`src/rtl/ov7670_pkg.sv`:
```
// Shared definitions for the OV7670 pixel stream front end:
// FSM state encoding, default frame geometry and error-bit positions.
package ov7670_pkg;

  localparam int DEF_H_ACTIVE = 640;
  localparam int DEF_V_ACTIVE = 480;

  localparam int ERR_SHORT_LINE  = 0;
  localparam int ERR_LONG_LINE   = 1;
  localparam int ERR_SHORT_FRAME = 2;

  localparam logic [1:0] ST_IDLE    = 2'd0;
  localparam logic [1:0] ST_SYNC_HI = 2'd1;
  localparam logic [1:0] ST_SYNC_LO = 2'd2;
  localparam logic [1:0] ST_ACTIVE  = 2'd3;

  typedef enum logic [1:0] {
    IDLE    = ST_IDLE,
    SYNC_HI = ST_SYNC_HI,
    SYNC_LO = ST_SYNC_LO,
    ACTIVE  = ST_ACTIVE
  } state_t;

endpackage

```
`src/rtl/ov7670_sync_edge.sv`:
```
// Input register stage for the camera bus: registers vsync/href/d on every
// pclk edge and derives single-cycle rise/fall pulses from the q/qq pair.
module ov7670_sync_edge (
  input  logic       pclk,
  input  logic       reset,
  input  logic       vsync,
  input  logic       href,
  input  logic [7:0] d,
  output logic       href_q,
  output logic [7:0] d_q,
  output logic       vsync_rise,
  output logic       vsync_fall,
  output logic       href_rise,
  output logic       href_fall
);

  logic vsync_q;
  logic vsync_qq;
  logic href_qq;

  // two-deep history of the sync pins, one register for the data byte
  always_ff @(posedge pclk or posedge reset) begin
    if (reset) begin
      vsync_q  <= 1'b0;
      vsync_qq <= 1'b0;
      href_q   <= 1'b0;
      href_qq  <= 1'b0;
      d_q      <= 8'd0;
    end else begin
      vsync_q  <= vsync;
      vsync_qq <= vsync_q;
      href_q   <= href;
      href_qq  <= href_q;
      d_q      <= d;
    end
  end

  assign vsync_rise = vsync_q & ~vsync_qq;
  assign vsync_fall = ~vsync_q & vsync_qq;
  assign href_rise  = href_q & ~href_qq;
  assign href_fall  = ~href_q & href_qq;

endmodule

```
`src/rtl/ov7670_pixel_stream.sv`:
```
// OV7670 parallel bus to per-pixel luma stream.
//
// state   | meaning
// IDLE    | waiting for arm
// SYNC_HI | armed, waiting for vsync rise (start of vertical blank)
// SYNC_LO | in vertical blank, waiting for vsync fall
// ACTIVE  | capturing lines until last row completes or vsync rises
//
// Optional build macro LINE_CHECK_EN adds the sticky line/frame checker on err;
// without it err is tied to zero.
module ov7670_pixel_stream
  import ov7670_pkg::*;
#(
  parameter  int H_ACTIVE   = DEF_H_ACTIVE,
  parameter  int V_ACTIVE   = DEF_V_ACTIVE,
  parameter  int Y_PHASE    = 0,
  parameter  int CONTINUOUS = 0,
  localparam int COL_W      = $clog2(H_ACTIVE),
  localparam int ROW_W      = $clog2(V_ACTIVE)
) (
  input  logic             pclk,
  input  logic             reset,
  input  logic             vsync,
  input  logic             href,
  input  logic [7:0]       d,
  input  logic             arm,
  output logic             busy,
  output logic             pix_valid,
  output logic [7:0]       pix_y,
  output logic [COL_W-1:0] pix_col,
  output logic [ROW_W-1:0] pix_row,
  output logic             sof,
  output logic             eol,
  output logic             eof,
  output logic             frame_done,
  output logic [2:0]       err
);

  localparam logic [COL_W:0]   H_FULL = (COL_W+1)'(H_ACTIVE);
  localparam logic [COL_W:0]   H_LAST = (COL_W+1)'(H_ACTIVE - 1);
  localparam logic [ROW_W-1:0] V_LAST = ROW_W'(V_ACTIVE - 1);
  localparam logic             Y_SEL  = Y_PHASE[0];

  logic       href_q, vsync_rise, vsync_fall, href_rise, href_fall;
  logic [7:0] d_q;

  ov7670_sync_edge u_sync (
    .pclk       (pclk),
    .reset      (reset),
    .vsync      (vsync),
    .href       (href),
    .d          (d),
    .href_q     (href_q),
    .d_q        (d_q),
    .vsync_rise (vsync_rise),
    .vsync_fall (vsync_fall),
    .href_rise  (href_rise),
    .href_fall  (href_fall)
  );

  state_t           state;
  logic             phase;
  // col saturates at H_ACTIVE so overlong lines stop advancing it
  logic [COL_W:0]   col;
  logic [ROW_W-1:0] row;

  logic           in_active, is_luma, keep;
  logic           line_end, full_end, trunc_end, frame_end;
  logic [COL_W:0] col_eff;

  assign in_active = (state == ACTIVE);
  assign is_luma   = href_q & (phase == Y_SEL);
  // first byte of a line arrives on the same cycle as href_rise
  assign col_eff   = href_rise ? '0 : col;
  assign keep      = in_active & is_luma & (col_eff < H_FULL);
  assign line_end  = in_active & href_fall & (col != '0);
  assign full_end  = line_end & (row == V_LAST);
  assign trunc_end = in_active & vsync_rise & ~full_end;
  assign frame_end = full_end | trunc_end;
  assign busy      = (state != IDLE);

  // byte phase within href: 0 on the first byte, toggling each byte
  always_ff @(posedge pclk or posedge reset) begin
    if (reset)        phase <= 1'b0;
    else if (!href_q) phase <= 1'b0;
    else              phase <= ~phase;
  end

  // frame sequencing
  always_ff @(posedge pclk or posedge reset) begin
    if (reset) begin
      state <= IDLE;
    end else begin
      case (state)
        IDLE:    if (arm)        state <= SYNC_HI;
        SYNC_HI: if (vsync_rise) state <= SYNC_LO;
        SYNC_LO: if (vsync_fall) state <= ACTIVE;
        ACTIVE:  if (frame_end)  state <= (CONTINUOUS != 0) ? SYNC_HI : IDLE;
        default: state <= IDLE;
      endcase
    end
  end

  // column and row position within the captured frame
  always_ff @(posedge pclk or posedge reset) begin
    if (reset) begin
      col <= '0;
      row <= '0;
    end else if (state == SYNC_LO) begin
      col <= '0;
      row <= '0;
    end else if (in_active) begin
      if (keep)           col <= col_eff + 1'b1;
      else if (href_rise) col <= '0;
      if (line_end && !full_end) row <= row + 1'b1;
    end
  end

  logic             stg_valid, stg_sof, stg_eol, stg_eof, stg_done;
  logic [7:0]       stg_y;
  logic [COL_W-1:0] stg_col;
  logic [ROW_W-1:0] stg_row;

  // first pipeline stage: decide and tag the pixel
  always_ff @(posedge pclk or posedge reset) begin
    if (reset) begin
      stg_valid <= 1'b0;
      stg_y     <= 8'd0;
      stg_col   <= '0;
      stg_row   <= '0;
      stg_sof   <= 1'b0;
      stg_eol   <= 1'b0;
      stg_eof   <= 1'b0;
      stg_done  <= 1'b0;
    end else begin
      stg_valid <= keep;
      stg_y     <= d_q;
      stg_col   <= col_eff[COL_W-1:0];
      stg_row   <= row;
      stg_sof   <= keep & (row == '0) & (col_eff == '0);
      stg_eol   <= keep & (col_eff == H_LAST);
      stg_eof   <= keep & (col_eff == H_LAST) & (row == V_LAST);
      stg_done  <= frame_end;
    end
  end

  // output stage: registered stream outputs
  always_ff @(posedge pclk or posedge reset) begin
    if (reset) begin
      pix_valid  <= 1'b0;
      pix_y      <= 8'd0;
      pix_col    <= '0;
      pix_row    <= '0;
      sof        <= 1'b0;
      eol        <= 1'b0;
      eof        <= 1'b0;
      frame_done <= 1'b0;
    end else begin
      pix_valid  <= stg_valid;
      pix_y      <= stg_y;
      pix_col    <= stg_col;
      pix_row    <= stg_row;
      sof        <= stg_sof;
      eol        <= stg_eol;
      eof        <= stg_eof;
      frame_done <= stg_done;
    end
  end

`ifdef LINE_CHECK_EN
  logic [2:0] err_r;

  // sticky line/frame length errors, cleared by an accepted arm
  always_ff @(posedge pclk or posedge reset) begin
    if (reset) begin
      err_r <= 3'b000;
    end else if (state == IDLE && arm) begin
      err_r <= 3'b000;
    end else begin
      if (in_active && href_fall && (col < H_FULL))   err_r[ERR_SHORT_LINE]  <= 1'b1;
      if (in_active && is_luma && (col_eff == H_FULL)) err_r[ERR_LONG_LINE]   <= 1'b1;
      if (trunc_end)                                  err_r[ERR_SHORT_FRAME] <= 1'b1;
    end
  end

  assign err = err_r;
`else
  assign err = 3'b000;
`endif

endmodule

```
`config.mk`:
```
export PLATFORM = sky130hd
export DESIGN_NAME = ov7670_pixel_stream
export DESIGN_NICKNAME = d
export VERILOG_FILES = /design/src/rtl/ov7670_pkg.sv /design/src/rtl/ov7670_sync_edge.sv /design/src/rtl/ov7670_pixel_stream.sv
export SDC_FILE = /design/constraint.sdc
export NUM_CORES = 1
export LEC_CHECK = 0
export ABC_AREA = 0
export BUFFER_PORTS_ARGS = -buffer_cell sky130_fd_sc_hd__buf_4
export CORE_UTILIZATION = 55
export DETAILED_ROUTE_END_ITERATION = 6
export GPL_TIMING_DRIVEN = 1
export PLACE_DENSITY = 0.76
export SKIP_LAST_GASP = 1
export SLEW_MARGIN = 20
export SYNTH_ARGS = -nofsm -noshare
export SYNTH_HDL_FRONTEND = slang
export SYNTH_SLANG_ARGS = --single-unit
```
`constraint.sdc`:
```
create_clock -name pclk -period 10.2 [get_ports pclk]
set_input_delay 2.04 -clock pclk [delete_from_list [all_inputs] [get_ports pclk]]
set_output_delay 2.04 -clock pclk [all_outputs]
set_load 0.05 [all_outputs]
```
After elaboration in Yosys (flattened, before gate mapping)
Index checks and enable logic that the tools add are counted.
{ "word_totals": {"input_bits": 13, "word_cells": 84, "output_inout_bits": 36, "reg_bits": 99} }
{ "op_classes": {"n_reduce_logical": 11, "bitwise_logic": 23, "eq_ne": 9, "add_sub_neg": 2, "muxes": 13, "magnitude_cmp": 1} }
{ "op_table": {"columns": ["operator", "n"], "rows": [
  ["11-bit 2-to-1 mux", 4],
  ["9-bit 2-to-1 mux", 3],
  ["1-bit AND", 16],
  ["11-bit by 1-bit adder with 11-bit output, second input constant", 1],
  ["11-bit by 10-bit == test with 1-bit output, second input constant", 1],
  ["11-bit logical NOT", 1],
  ["11-bit by 10-bit < comparator with 1-bit output, second input constant", 1],
  ["11-bit nonzero test", 1],
  ["9-bit by 1-bit adder with 9-bit output, second input constant", 1],
  ["9-bit == test, second input constant", 1],
  ["9-bit logical NOT", 1],
  ["2-bit 2-to-1 mux", 4],
  ["2-bit one-hot mux with 4 select lines", 1],
  ["1-bit NOT", 6],
  ["2-bit nonzero test", 3],
  ["2-bit == test, second input constant", 2],
  ["2-bit by 1-bit inequality test with 1-bit output, second input constant", 2],
  ["2-bit inequality test, second input constant", 2],
  ["4-bit AND reduction", 1],
  ["2-bit by 1-bit == test with 1-bit output, second input constant", 1],
  ["2-bit logical NOT", 1],
  ["2-bit AND reduction", 1],
  ["1-bit logical AND", 1],
  ["1-bit logical NOT", 1],
  ["2 further kinds", 2]
]} }

Longest topological paths before layout
{ "logic_depth": {"ltp_word": 10, "mapped_depth": 8, "mapped_depth_nobuf": 7} }

Hierarchy
A second synthesis with hierarchy kept.
{ "unflattened": {"hier_cells": 283, "area_unflattened_um2": 3706.1} }
{ "modules_own_cells": {"columns": ["module", "area_per_inst_um2", "seq_area_each_um2", "cells_each", "instances"], "rows": [
  ["ov7670_pixel_stream", 3367.0, 2177.1, 266, 1],
  ["ov7670_sync_edge", 339.1, 300.3, 17, 1]
]} }

Worst setup path after synthesis
No wires, ideal clock.
{ "synth_path": {"path_type": "register to output", "from": "reg state[0]", "to": "out busy", "path_slack_ns": 7.223, "n_path_buf": 0, "path_stages_with_launch": 4, "t_arrival_ns": 0.937, "required_time_ns": 8.160, "cell_sequence": "dfrtp_1 > inv_1 > ha_1 > inv_1"} }
{ "synth_via": {"elab_chain_len": 1} }
{ "synth_lines": {"columns": ["item", "line_no", "source"], "rows": [
  ["start: declaration", "ov7670_pixel_stream.sv:61", "state_t state;"],
  ["start signal: assignment", "ov7670_pixel_stream.sv:98", "ACTIVE: if (frame_end) state <= (CONTINUOUS != 0) ? SYNC_HI : IDLE;"],
  ["2-bit nonzero test", "ov7670_pixel_stream.sv:80", "assign busy = (state != IDLE);"],
  ["end: declaration", "ov7670_pixel_stream.sv:27", "output logic busy,"]
]} }
No other way between the ends.

Worst setup path in the final report
Same ends and word-level chain as after synthesis.

==> metrics.md <==
| Metric | Value |
|---|---|
| Final core utilization | `66.5%` |
| Top Ports | `roughly 50` |
| Die footprint | `around 0.007 mm^2` |
| Vias in the first global route | `2090` |
| Predominant post-synthesis flop cell | `dfrtp_1` |
| Syn avg cell area | `13.3 um^2` |
| Library cells used by synthesis | `56` |
| Largest net degree at the start of global routing | `73` |
| Slew @ Worst Pin | `848 ps` |
| Top-count cell post-synth | `dfrtp_1` |
| CTS Buffer Depth | `2` |
| Top cell type's share of synthesized area | `~68%` |
| Top Layer Used | `met4` |
| Yosys top cell by area | `dfrtp_1` |
| First-pass GRT wire length | `10000 um` |
| Crit Path Category | `flop to primary output` |
| Slew headroom | `43.5%` |
| Max-slew violations | `0` |
| Chip height | `between 80 and 90 um` |
| Post-CTS resize count | `0` |
| Clk root buf | `clkbuf_8` |
| Hold_sp | `stg_y[7]` |
| Initial antenna violation count | `0` |
| Routed via count | `approximately 2200` |
| Clock Skew | `7.57 ps` |
| Post-layout net count | `342` |
| Die width | `83.5 um` |
| R2r startpoint | `u_sync.href_qq` |
| Number of max-cap violations | `0` |
| GRT overflow | `0` |
| Gp weighted congestion | `0.831` |
| Post-synth EDFFs | `0` |
| Seq/Total Area, Yosys | `67.8%` |
| Syn-to-layout area delta | `16.2%` |
| Hold Path Class | `flop to flop` |
| #FFs+latches synth | `99` |
| Row count | `29` |
| Cts bufs inserted | `9` |
| Pre-antenna DRT Iters | `4` |
| CTS sink count | `slightly below 100` |
| Gr usage total | `18.9%` |
| Worst-skew pair later-pin latency | `roughly 360 ps` |
| Final HPWL DP | `3850 um` |
| Async S/R FF share, synth | `between 90% and 100%` |
| Final hold violation count | `0` |
| Worst VDD drop | `0.000146 V` |
| Metal-1 WL | `between 2000 and 3000 um` |
| Syn Inst Count | `274` |
| Post-layout min period | `3340 ps` |
| P_leak | `2.04 nW` |
| DR iter-0 viols | `145` |
| Syn. warnings | `0` |
| Share of layout cells above drive strength 1 | `between 20% and 30%` |
| Placed Area | `0.00400 mm^2` |
| Critical Path Sink Type | `primary output` |
| I/O Buffers | `45` |
| Core area | `0.00639 mm^2` |
| Synthesized area | `0.00365 mm^2` |
| Clk slew on worst S/H paths | `100 ps` |
| DRC viols | `0` |
| Met2 Routed Length | `2810 um` |
| Critical path required time | `between 8000 and 9000 ps` |
| Flop2flop setup slack | `7740 ps` |
| Top post-synthesis cells by count | `dfrtp_1 (99), nand2_1 (14), inv_1 (13), nand3_1 (12), nor2_1 (12)` |
| Hold depth | `0` |
| Antenna viol nets, final | `0` |
| # setup viols final | `0` |
| H-Tree Depth | `3` |
| Total Neg Setup Slack | `0 ps` |
| Arr. time, crit path | `1300 ps` |
| Pwr Density | `217 mW/mm^2` |
| Crit start category | `flop` |
| Final worst path period share | `32.8%` |
| Starting Density | `57.2%` |
| Setup bufs post-CTS | `0` |
| Hold endpoint | `pix_y[7]` |
| Synth area leaders | `dfrtp_1 (68%), ha_1 (3.1%), nand3_1 (1.6%)` |
| Crit Reg-Reg Endpoint | `col[6]` |
| Finished Cell Area | `0.00424 mm^2` |
| Status | `complete, no violations` |
| Hold Slack | `355 ps` |
| RSZ-0062 raised after global routing | `false` |
| CTS tree | `done` |
| Via density | `5.46` |
| Routed WL | `around 5900 um` |
| CP max FO | `4` |
| Met3 WL | `323 um` |
| N_diodes | `0` |
| F_max | `0.299 GHz` |
| Routed WL per cell | `14.6 um` |
| Cts hold-fix bufs | `0` |
| R2r worst-path depth | `7` |
==> metrics by stage <==
stage / setup WS, ps / std cells / total power [mW]
2_1_floorplan: 5570 / 276 / 0.605
3_3_place_gp: 6980 / 386 / 0.638
3_5_place_dp: 6950 / 386 / 0.644
4_1_cts: 6840 / 402 / 0.932
5_1_grt: 6760 / 402 / 0.974
6_report: 6860 / 402 / 0.923
==> how the worst max path moves through the flow <==
stage | cells after the start | endpoint | start | slack (ps)
2_1_floorplan | 1 | col[0] | reset | 5570
3_3_place_gp | 3 | pix_row[5] | reset | 6980
3_5_place_dp | 3 | row[6] | reset | 6950
4_1_cts | 4 | busy | state[0] | 6840
5_1_grt | 4 | busy | state[0] | 6760
6_report | 4 | busy | state[0] | 6860
==> final cells by class <==
cell class | instances | area, um^2
timing repair buffer | 47 | 353
multi-input combinational | 148 | 1010
clock inverter | 7 | 121
sequential | 99 | 2480
tap | 77 | 96.3
inverter | 15 | 58.8
clock buffer | 9 | 124
fill | 473 | 2140
==> worst max-delay path: stages (launching register included) <==
cell	delay [ps]
dfrtp_1	390
inv_1	100
ha_1	210
inv_1	60
buf_4	180
==> per-layer routing <==
layer / vias up / GRT usage, %
met5: - / 0
met3: 6 / 6.23
li1: 1051 / -
met2: 61 / 28.5
met1: 1076 / 24.9
met4: 0 / 8.94
==> kinds of logic (layout without fill, tap and decap cells) <==
| family | Yosys count | in the layout | synth area share [%] |
|---|---|---|---|
| XOR/XNOR | 1 | 1 | 0.240 |
| other | 1 | 3 | 0.103 |
| adder cells (fa/ha/maj) | 9 | 9 | 3.08 |
| AO/OA/AOI/OAI | 40 | 40 | 8.43 |
| buffers and inverters | 29 | 78 | 4.63 |
| multiplexers | 6 | 6 | 1.78 |
| flip-flops | 99 | 99 | 67.8 |
| AND/OR/NAND/NOR | 89 | 89 | 13.9 |
==> cells in the final DEF (no fill, tap or decap), types with 7 or more instances in the layout <==
cell type  instances
or4_1              7
buf_4             47
nand3_1           12
inv_1             12
and2_1             8
dfrtp_1           99
ha_1               9
clkbuf_8           9
nand2_1           14
a21oi_1            8
nor2_1            12
==> registers in the layout, summed over array words and instances, names as in the netlist, 8 cells and up <==
register / count
stg_col: 10
row: 9
col: 11
u_sync.d_q: 8
pix_row: 9
stg_y: 8
stg_row: 9
pix_y: 8
pix_col: 10
==> where the power goes <==
group	total, mW	leakage (nW)	switching [mW]	internal, mW
Sequential	0.439	1.31	0.0181	0.421
Combinational	0.196	0.609	0.131	0.0656
Clock	0.287	0.121	0.142	0.145
(Power assumes the default switching activity.)
